**src/rtl/branch_resolve_unit_if.sv**
```systemverilog
// Bus bundle for branch_resolve_unit: fetch-side prediction lookup, resolve request and registered outcome.
// Handshake: a request is taken whenever valid_in=1 and flush_in=0 on a rising edge (no back-pressure); the outcome appears with res_valid one cycle later.
interface branch_resolve_unit_if #(
  parameter int XLEN  = 32,
  parameter int CNT_W = 16
);
  logic [XLEN-1:0]  lookup_pc;
  logic             lookup_pred;
  logic             valid_in;
  logic             flush_in;
  logic [5:0]       opcode;
  logic [4:0]       rt_field;
  logic [XLEN-1:0]  rs_data;
  logic [XLEN-1:0]  rt_data;
  logic [XLEN-1:0]  imm_sext;
  logic [XLEN-1:0]  pc_in;
  logic             pred_in;
  logic             res_valid;
  logic             res_taken;
  logic [XLEN-1:0]  redirect_pc;
  logic             mispredict;
  logic [CNT_W-1:0] br_count;
  logic [CNT_W-1:0] mp_count;

  modport master (
    output lookup_pc, valid_in, flush_in, opcode, rt_field, rs_data, rt_data,
           imm_sext, pc_in, pred_in,
    input  lookup_pred, res_valid, res_taken, redirect_pc, mispredict,
           br_count, mp_count
  );

  modport slave (
    input  lookup_pc, valid_in, flush_in, opcode, rt_field, rs_data, rt_data,
           imm_sext, pc_in, pred_in,
    output lookup_pred, res_valid, res_taken, redirect_pc, mispredict,
           br_count, mp_count
  );
endinterface

```
**src/rtl/branch_resolve_unit.sv**
```systemverilog
// Branch resolution (beq/bne/blez/bgtz/bltz/bgez), 2-bit saturating BHT for fetch prediction,
// and saturating resolved/mispredicted statistics; outcome is registered one cycle after the request.
module branch_resolve_unit #(
  parameter int         XLEN      = 32,
  parameter int         BHT_DEPTH = 16,
  parameter logic [1:0] INIT_CTR  = 2'b01,
  parameter int         CNT_W     = 16
) (
  input  logic                clk,
  input  logic                reset,
  branch_resolve_unit_if.slave bus
);
  localparam int IDX_W = $clog2(BHT_DEPTH);

  logic [1:0]       r_bht [BHT_DEPTH];
  logic             r_res_valid;
  logic             r_res_taken;
  logic [XLEN-1:0]  r_redirect_pc;
  logic             r_mispredict;
  logic [CNT_W-1:0] r_br_count;
  logic [CNT_W-1:0] r_mp_count;

  logic             w_is_branch;
  logic             w_taken;
  logic             w_acc;
  logic             w_mispredict;
  logic             w_rs_zero;
  logic             w_rs_neg;
  logic [IDX_W-1:0] w_upd_idx;
  logic [IDX_W-1:0] w_lkp_idx;
  logic [1:0]       w_ctr;
  logic [XLEN-1:0]  w_seq_pc;
  logic [XLEN-1:0]  w_target;
  logic             w_unused_pc_bits;

  assign w_rs_zero = (bus.rs_data == '0);
  assign w_rs_neg  = bus.rs_data[XLEN-1];

  // Signed compares against zero reduce to the sign bit plus a zero test.
  always_comb begin
    w_is_branch = 1'b0;
    w_taken     = 1'b0;
    case (bus.opcode)
      6'b000100: begin w_is_branch = 1'b1; w_taken = (bus.rs_data == bus.rt_data); end
      6'b000101: begin w_is_branch = 1'b1; w_taken = (bus.rs_data != bus.rt_data); end
      6'b000110: begin w_is_branch = 1'b1; w_taken = w_rs_neg | w_rs_zero; end
      6'b000111: begin w_is_branch = 1'b1; w_taken = ~w_rs_neg & ~w_rs_zero; end
      6'b000001: begin
        if (bus.rt_field == 5'b00000) begin
          w_is_branch = 1'b1;
          w_taken     = w_rs_neg;
        end else if (bus.rt_field == 5'b00001) begin
          w_is_branch = 1'b1;
          w_taken     = ~w_rs_neg;
        end
      end
      default: ;
    endcase
  end

  assign w_acc        = bus.valid_in & ~bus.flush_in & w_is_branch;
  assign w_mispredict = bus.pred_in != w_taken;
  assign w_seq_pc     = bus.pc_in + XLEN'(4);
  assign w_target     = w_seq_pc + (bus.imm_sext << 2);

  assign w_upd_idx = bus.pc_in[IDX_W+1:2];
  assign w_lkp_idx = bus.lookup_pc[IDX_W+1:2];
  assign w_ctr     = r_bht[w_upd_idx];

  // Lookup reads the stored array, so a same-cycle update is only seen next cycle.
  assign bus.lookup_pred = r_bht[w_lkp_idx][1];

  assign w_unused_pc_bits = ^{bus.lookup_pc[XLEN-1:IDX_W+2], bus.lookup_pc[1:0]};

  always_ff @(posedge clk) begin
    if (reset) begin
      for (int i = 0; i < BHT_DEPTH; i++) r_bht[i] <= INIT_CTR;
    end else if (w_acc) begin
      if (w_taken && w_ctr != 2'b11)       r_bht[w_upd_idx] <= w_ctr + 2'd1;
      else if (!w_taken && w_ctr != 2'b00) r_bht[w_upd_idx] <= w_ctr - 2'd1;
    end
  end

  always_ff @(posedge clk) begin
    if (reset) begin
      r_res_valid   <= 1'b0;
      r_res_taken   <= 1'b0;
      r_mispredict  <= 1'b0;
      r_redirect_pc <= '0;
      r_br_count    <= '0;
      r_mp_count    <= '0;
    end else begin
      r_res_valid  <= w_acc;
      r_res_taken  <= w_acc & w_taken;
      r_mispredict <= w_acc & w_mispredict;
      if (w_acc) begin
        r_redirect_pc <= w_taken ? w_target : w_seq_pc;
        if (r_br_count != '1) r_br_count <= r_br_count + 1'b1;
        if (w_mispredict && r_mp_count != '1) r_mp_count <= r_mp_count + 1'b1;
      end
    end
  end

  assign bus.res_valid   = r_res_valid;
  assign bus.res_taken   = r_res_taken;
  assign bus.redirect_pc = r_redirect_pc;
  assign bus.mispredict  = r_mispredict;
  assign bus.br_count    = r_br_count;
  assign bus.mp_count    = r_mp_count;
endmodule
```
**src/flat_wrapper.sv**
```systemverilog
// flat-port wrapper written by rule: the top's interface ports become plain ports
module branch_resolve_unit_flat 
#(
  parameter int         XLEN      = 32,
  parameter int         BHT_DEPTH = 16,
  parameter logic [1:0] INIT_CTR  = 2'b01,
  parameter int         CNT_W     = 16
)
  (clk, reset, bus_lookup_pc, bus_valid_in, bus_flush_in, bus_opcode, bus_rt_field, bus_rs_data, bus_rt_data, bus_imm_sext, bus_pc_in, bus_pred_in, bus_lookup_pred, bus_res_valid, bus_res_taken, bus_redirect_pc, bus_mispredict, bus_br_count, bus_mp_count);
  branch_resolve_unit_if #(.XLEN(XLEN), .CNT_W(CNT_W)) bus_i ();
  input  logic clk;
  input  logic reset;
  input wire logic [$bits(bus_i.lookup_pc)-1:0] bus_lookup_pc;
  input wire logic [$bits(bus_i.valid_in)-1:0] bus_valid_in;
  input wire logic [$bits(bus_i.flush_in)-1:0] bus_flush_in;
  input wire logic [$bits(bus_i.opcode)-1:0] bus_opcode;
  input wire logic [$bits(bus_i.rt_field)-1:0] bus_rt_field;
  input wire logic [$bits(bus_i.rs_data)-1:0] bus_rs_data;
  input wire logic [$bits(bus_i.rt_data)-1:0] bus_rt_data;
  input wire logic [$bits(bus_i.imm_sext)-1:0] bus_imm_sext;
  input wire logic [$bits(bus_i.pc_in)-1:0] bus_pc_in;
  input wire logic [$bits(bus_i.pred_in)-1:0] bus_pred_in;
  output wire logic [$bits(bus_i.lookup_pred)-1:0] bus_lookup_pred;
  output wire logic [$bits(bus_i.res_valid)-1:0] bus_res_valid;
  output wire logic [$bits(bus_i.res_taken)-1:0] bus_res_taken;
  output wire logic [$bits(bus_i.redirect_pc)-1:0] bus_redirect_pc;
  output wire logic [$bits(bus_i.mispredict)-1:0] bus_mispredict;
  output wire logic [$bits(bus_i.br_count)-1:0] bus_br_count;
  output wire logic [$bits(bus_i.mp_count)-1:0] bus_mp_count;
  assign bus_i.lookup_pc = bus_lookup_pc;
  assign bus_i.valid_in = bus_valid_in;
  assign bus_i.flush_in = bus_flush_in;
  assign bus_i.opcode = bus_opcode;
  assign bus_i.rt_field = bus_rt_field;
  assign bus_i.rs_data = bus_rs_data;
  assign bus_i.rt_data = bus_rt_data;
  assign bus_i.imm_sext = bus_imm_sext;
  assign bus_i.pc_in = bus_pc_in;
  assign bus_i.pred_in = bus_pred_in;
  assign bus_lookup_pred = bus_i.lookup_pred;
  assign bus_res_valid = bus_i.res_valid;
  assign bus_res_taken = bus_i.res_taken;
  assign bus_redirect_pc = bus_i.redirect_pc;
  assign bus_mispredict = bus_i.mispredict;
  assign bus_br_count = bus_i.br_count;
  assign bus_mp_count = bus_i.mp_count;
  branch_resolve_unit #(.XLEN(XLEN), .BHT_DEPTH(BHT_DEPTH), .INIT_CTR(INIT_CTR), .CNT_W(CNT_W)) u_core (.clk(clk), .reset(reset), .bus(bus_i));
endmodule
```
**config.mk**
```make
export PLATFORM = sky130hd
export DESIGN_NAME = branch_resolve_unit_flat
export DESIGN_NICKNAME = d
export VERILOG_FILES = /design/src/rtl/branch_resolve_unit_if.sv /design/src/rtl/branch_resolve_unit.sv /design/src/flat_wrapper.sv
export SDC_FILE = /design/constraint.sdc
export NUM_CORES = 1
export LEC_CHECK = 0
export ABC_AREA = 1
export BUFFER_PORTS_ARGS = -buffer_cell sky130_fd_sc_hd__buf_4
export CAP_MARGIN = 20
export CELL_PAD_IN_SITES_DETAIL_PLACEMENT = 1
export CELL_PAD_IN_SITES_GLOBAL_PLACEMENT = 1
export CORE_MARGIN = 10
export CORE_UTILIZATION = 40
export DETAILED_ROUTE_END_ITERATION = 8
export PLACE_DENSITY = 0.95
export SLEW_MARGIN = 0
export SYNTH_ARGS = -nofsm -noshare
export SYNTH_HDL_FRONTEND = slang
export SYNTH_SLANG_ARGS = --single-unit
```
**constraint.sdc**
```tcl
create_clock -name clk -period 9.4 [get_ports clk]
set_clock_uncertainty 0.2 [all_clocks]
set_input_delay 0.94 -clock clk [delete_from_list [all_inputs] [get_ports clk]]
set_output_delay 0.94 -clock clk [all_outputs]
set_load 0.005 [all_outputs]
```
==> impl_summary.log <==
[metrics] total half-perimeter wirelength after legalization and detailed placement: ~28000 um
[metrics] Mean Syn Cell Area: 6.57 um^2
[metrics] post-CTS setup repair buffer count: 0
[metrics] overall global routing resource usage: 0.240
[metrics] Leakage: 4.87 nW
[metrics] routability cong.: 0.961
[metrics] Filler cells: 2847
[metrics] Max Freq: 200 MHz
[metrics] clock slew at reported path FFs: about 0.080 ns
[metrics] type of element capturing the critical path: flip-flop
[metrics] Pre-antenna DRT Iters: 5
[metrics] initial standard-cell utilization of the core: 0.409
[metrics] root buffer cell: sky130_fd_sc_hd__clkbuf_16
[metrics] Global Route met2 Usage: 0.441
[metrics] Max Cap Violations: 0
[metrics] combined flip-flop and latch cell area: 2300 um^2
[metrics] number of antenna violations at the first check in global routing: 1
[metrics] worst slack after detailed placement: 4.28 ns
[metrics] Final Max Tran Viols: 0
[metrics] register area share after synthesis: 0.267
[metrics] outcome: complete, no violations
[metrics] main flop type after synthesis: sky130_fd_sc_hd__dfxtp_1
[metrics] vias per inst: 5.51
[metrics] clock buffer count from CTS: 9
[metrics] final critical path time including I/O delays and setup: ~5.0 ns
[metrics] aggregate global routing overflow: 0
[metrics] ratio of total power to cell area: 107 nW/um^2
[metrics] TritonCTS clock tree: yes
[metrics] aggregate negative setup slack: 0 ns
[metrics] largest net degree at the start of global routing: 52
[metrics] first-pass GRT wire length: 54700 um
[metrics] wire per inst: 19.8 um
[metrics] type of the most critical hold path: reg2reg
[metrics] share of synthesized registers carrying an async set or reset: 0
[metrics] total setup violations reported at the end of the flow: 0
[metrics] Synth Register Bits: around 100
[metrics] y dimension of the die: 167 um
[metrics] number of nets in the finished design: between 1500 and 2000
[metrics] sum of routed wire length over all layers: 35100 um
[metrics] Placeable Area: 21100 um^2
[metrics] number of DRC markers after the initial detailed-route iteration: 555
[metrics] Rows: between 50 and 60
[metrics] synth top area cells: sky130_fd_sc_hd__dfxtp_1 16%, sky130_fd_sc_hd__nand2_1 15%, sky130_fd_sc_hd__edfxtp_1 11%, sky130_fd_sc_hd__nor2_1 7.3%, sky130_fd_sc_hd__ha_1 6.0%
[metrics] GRT met3 Usage: 0.0306
[metrics] cell taking the most area after synthesis: sky130_fd_sc_hd__dfxtp_1
[metrics] number of standard cells in the final layout excluding fillers: 1777
[metrics] unrepaired setup endpoints after global routing: no
[metrics] share of post-route cells with drive strength above 1: 0.189
[metrics] post-cts repair resize count: 0
[metrics] count of boundary I/O pins: 244
[metrics] htree depth: 3
[metrics] min setup slack post-route: roughly 4.4 ns
[metrics] data arrival time of the worst path: 5.03 ns
[metrics] classification of the worst setup path: in2reg
[metrics] largest fanout on the critical path: 26
[metrics] antenna viol nets, final: 0
[metrics] post-synthesis instance total: 1312
[metrics] max-slew headroom at the worst pin: 0.428
[metrics] area grow syn2layout: 23.7%
[metrics] Ys Warns: 0
[metrics] number of nets in the synthesized netlist: 1530
[metrics] via count: 9783
[metrics] global routing met1 resource utilization: 0.272
[metrics] global-route layer with the greatest usage: met2
[metrics] quantity of I/O buffers inserted on ports: 213
[metrics] area used by multi-input combinational logic: 5560 um^2
[metrics] DR DRC count: 0
[metrics] count leader, synth: sky130_fd_sc_hd__nand2_1
[metrics] Required @ worst endpoint: 9.44 ns
[metrics] maximum ir drop on the vdd rail: 0.0800 mV
[metrics] Chip Width: 167 um
[metrics] number of clock sinks seen by CTS: 99
[metrics] element type at the critical path start: input port
[metrics] Placed Cells: 1760
[metrics] clock insertion delay at the later pin of the skew report: between 0.3 and 0.4 ns
[metrics] final critical-path share of the clock period: 0.531
[metrics] number of enable flip-flop cells after synthesis: 32
[metrics] Yosys top cell area share: 0.156
[metrics] clock buffer depth: 2
[metrics] most frequent cells after synthesis: 333 x sky130_fd_sc_hd__nand2_1, 168 x sky130_fd_sc_hd__nor2_1, 130 x sky130_fd_sc_hd__inv_1
[metrics] number of distinct library cell variants in the gate-level netlist after synthesis: 47
[metrics] transition time of the tightest slew-check pin: about 0.86 ns
[metrics] number of buffers inserted by hold repair at cts: 0
[metrics] cell area after synthesis: 8620 um^2
[metrics] via count of the first global-routing pass: 10300
[metrics] floorplan die area: 27800 um^2
[metrics] final hold violation count: 0
[routing by layer]
metal	wire length, um	up-vias	part of all wire
met2	18200	299	0.52
li1	-	4690	-
met1	14100	4720	0.40
met4	1430	0	0.041
met3	1330	74	0.038
met5	0	-	0
[placed cells by master, fill, tap and decap left out, types with 2 or more instances in the layout]
| cell | instances |
|---|---|
| sky130_fd_sc_hd__inv_2 | 10 |
| sky130_fd_sc_hd__nor3_1 | 25 |
| sky130_fd_sc_hd__a21boi_0 | 2 |
| sky130_fd_sc_hd__o22ai_1 | 4 |
| sky130_fd_sc_hd__nand2_2 | 6 |
| sky130_fd_sc_hd__nor2_2 | 8 |
| sky130_fd_sc_hd__nor4_1 | 7 |
| sky130_fd_sc_hd__nand4_1 | 59 |
| sky130_fd_sc_hd__nand2_1 | 333 |
| sky130_fd_sc_hd__a21oi_1 | 81 |
| sky130_fd_sc_hd__o21bai_1 | 3 |
| sky130_fd_sc_hd__dfxtp_1 | 67 |
| sky130_fd_sc_hd__inv_1 | 130 |
| sky130_fd_sc_hd__buf_4 | 215 |
| sky130_fd_sc_hd__o21a_1 | 2 |
| sky130_fd_sc_hd__o21ai_0 | 72 |
| sky130_fd_sc_hd__xnor2_1 | 44 |
| sky130_fd_sc_hd__nand3_2 | 18 |
| sky130_fd_sc_hd__nor2_1 | 168 |
| sky130_fd_sc_hd__nor3_2 | 2 |
| sky130_fd_sc_hd__edfxtp_1 | 32 |
| sky130_fd_sc_hd__clkbuf_8 | 2 |
| sky130_fd_sc_hd__or2_1 | 2 |
| sky130_fd_sc_hd__nand3_1 | 57 |
| sky130_fd_sc_hd__ha_1 | 41 |
| sky130_fd_sc_hd__clkbuf_16 | 10 |
| sky130_fd_sc_hd__o21ai_1 | 8 |
| sky130_fd_sc_hd__a31oi_1 | 6 |
| sky130_fd_sc_hd__xor2_1 | 41 |
| sky130_fd_sc_hd__mux2i_1 | 4 |
| sky130_fd_sc_hd__o211ai_1 | 7 |
| sky130_fd_sc_hd__inv_6 | 3 |
| sky130_fd_sc_hd__and2_1 | 3 |
| sky130_fd_sc_hd__a21o_1 | 9 |
| sky130_fd_sc_hd__nor2_4 | 5 |
| sky130_fd_sc_hd__nand3b_1 | 5 |
[final cells by class]
cell class | count | share of cell area
multi-input combinational | 1031 | 0.522
sequential | 99 | 0.216
timing repair buffer | 215 | 0.151
inverter | 140 | 0.0493
tap | 275 | 0.0323
clock buffer | 13 | 0.0264
clock inverter | 3 | 0.00247
antenna | 1 | 0.000235
[logic make-up after synthesis]
family                     Yosys count  share of synthesized area
adders and majority gates           42                     0.0618
AOI/OAI and AO/OA                  195                      0.122
and+or+nand+nor                    705                      0.371
buffers and inverters              182                     0.0877
muxes                                4                    0.00465
xor gates and xnor gates            85                     0.0864
DFF                                 99                      0.267
[sequential cells by signal, indices dropped and copies added, names as in the netlist]
| register | flops |
|---|---|
| u_core.bus.redirect_pc | 32 |
| u_core.r_bht | 32 |
| u_core.bus.br_count | 16 |
| u_core.bus.mp_count | 16 |
| u_core.bus.mispredict | 1 |
| u_core.bus.res_taken | 1 |
| u_core.bus.res_valid | 1 |
[final timing paths]
| path | start | endpoint | slack [ns] | cells after the start |
|---|---|---|---|---|
| hold / removal | u_core.bus.br_count[4]$_SDFFE_PP0P_ | u_core.bus.br_count[4]$_SDFFE_PP0P_ | 0.28 | 2 |
| setup / recovery | bus_pc_in[2] | u_core.bus.redirect_pc[31]$_SDFFE_PP0P_ | 4.41 | 25 |
| setup reg to reg | u_core.r_bht[9][0]$_SDFFCE_PN1P_ | u_core.r_bht[14][1]$_SDFFCE_PN0P_ | 6.64 | 9 |
| hold reg to reg | u_core.bus.br_count[4]$_SDFFE_PP0P_ | u_core.bus.br_count[4]$_SDFFE_PP0P_ | 0.28 | 2 |
[metrics by stage]
step                      utilization  hold WS [ns]  instance area (um^2)  power [mW]
final                           0.505         0.279                 10700        1.14
after global routing            0.505         0.315                 10700        1.20
after CTS                       0.505         0.279                 10700        1.14
after detailed placement        0.491         0.260                 10300       0.754
after global placement          0.491         0.248                 10300       0.741
after floorplan                     -         0.250                  8620       0.634
[power by group]
part           total, mW  switching, mW  internal [mW]
registers          0.447        0.00292          0.444
logic              0.303          0.185          0.118
clock network      0.392          0.178          0.214
total               1.14          0.366          0.776
[worst max-delay path, cell delays in order]
cell and delay, ns:
sky130_fd_sc_hd__buf_4 0.26, sky130_fd_sc_hd__ha_1 0.64, sky130_fd_sc_hd__inv_2 0.10, sky130_fd_sc_hd__nor2_4 0.17
sky130_fd_sc_hd__nand3_2 0.19, sky130_fd_sc_hd__nor2_4 0.22, sky130_fd_sc_hd__nand3_1 0.11, sky130_fd_sc_hd__nor2_2 0.16
sky130_fd_sc_hd__nand3_2 0.12, sky130_fd_sc_hd__nor2_1 0.10, sky130_fd_sc_hd__nand2_1 0.05, sky130_fd_sc_hd__nand2_1 0.13
sky130_fd_sc_hd__inv_1 0.06, sky130_fd_sc_hd__ha_1 0.36, sky130_fd_sc_hd__nand2_1 0.16, sky130_fd_sc_hd__o21ai_0 0.31
sky130_fd_sc_hd__a21oi_1 0.09, sky130_fd_sc_hd__o21ai_0 0.27, sky130_fd_sc_hd__a21oi_1 0.08, sky130_fd_sc_hd__nand2_1 0.09
sky130_fd_sc_hd__nand2_1 0.06, sky130_fd_sc_hd__nand2_1 0.06, sky130_fd_sc_hd__nand3_1 0.11, sky130_fd_sc_hd__nand2_1 0.11
sky130_fd_sc_hd__inv_1 0.05
No activity file was read; power rests on OpenSTA's default activity.
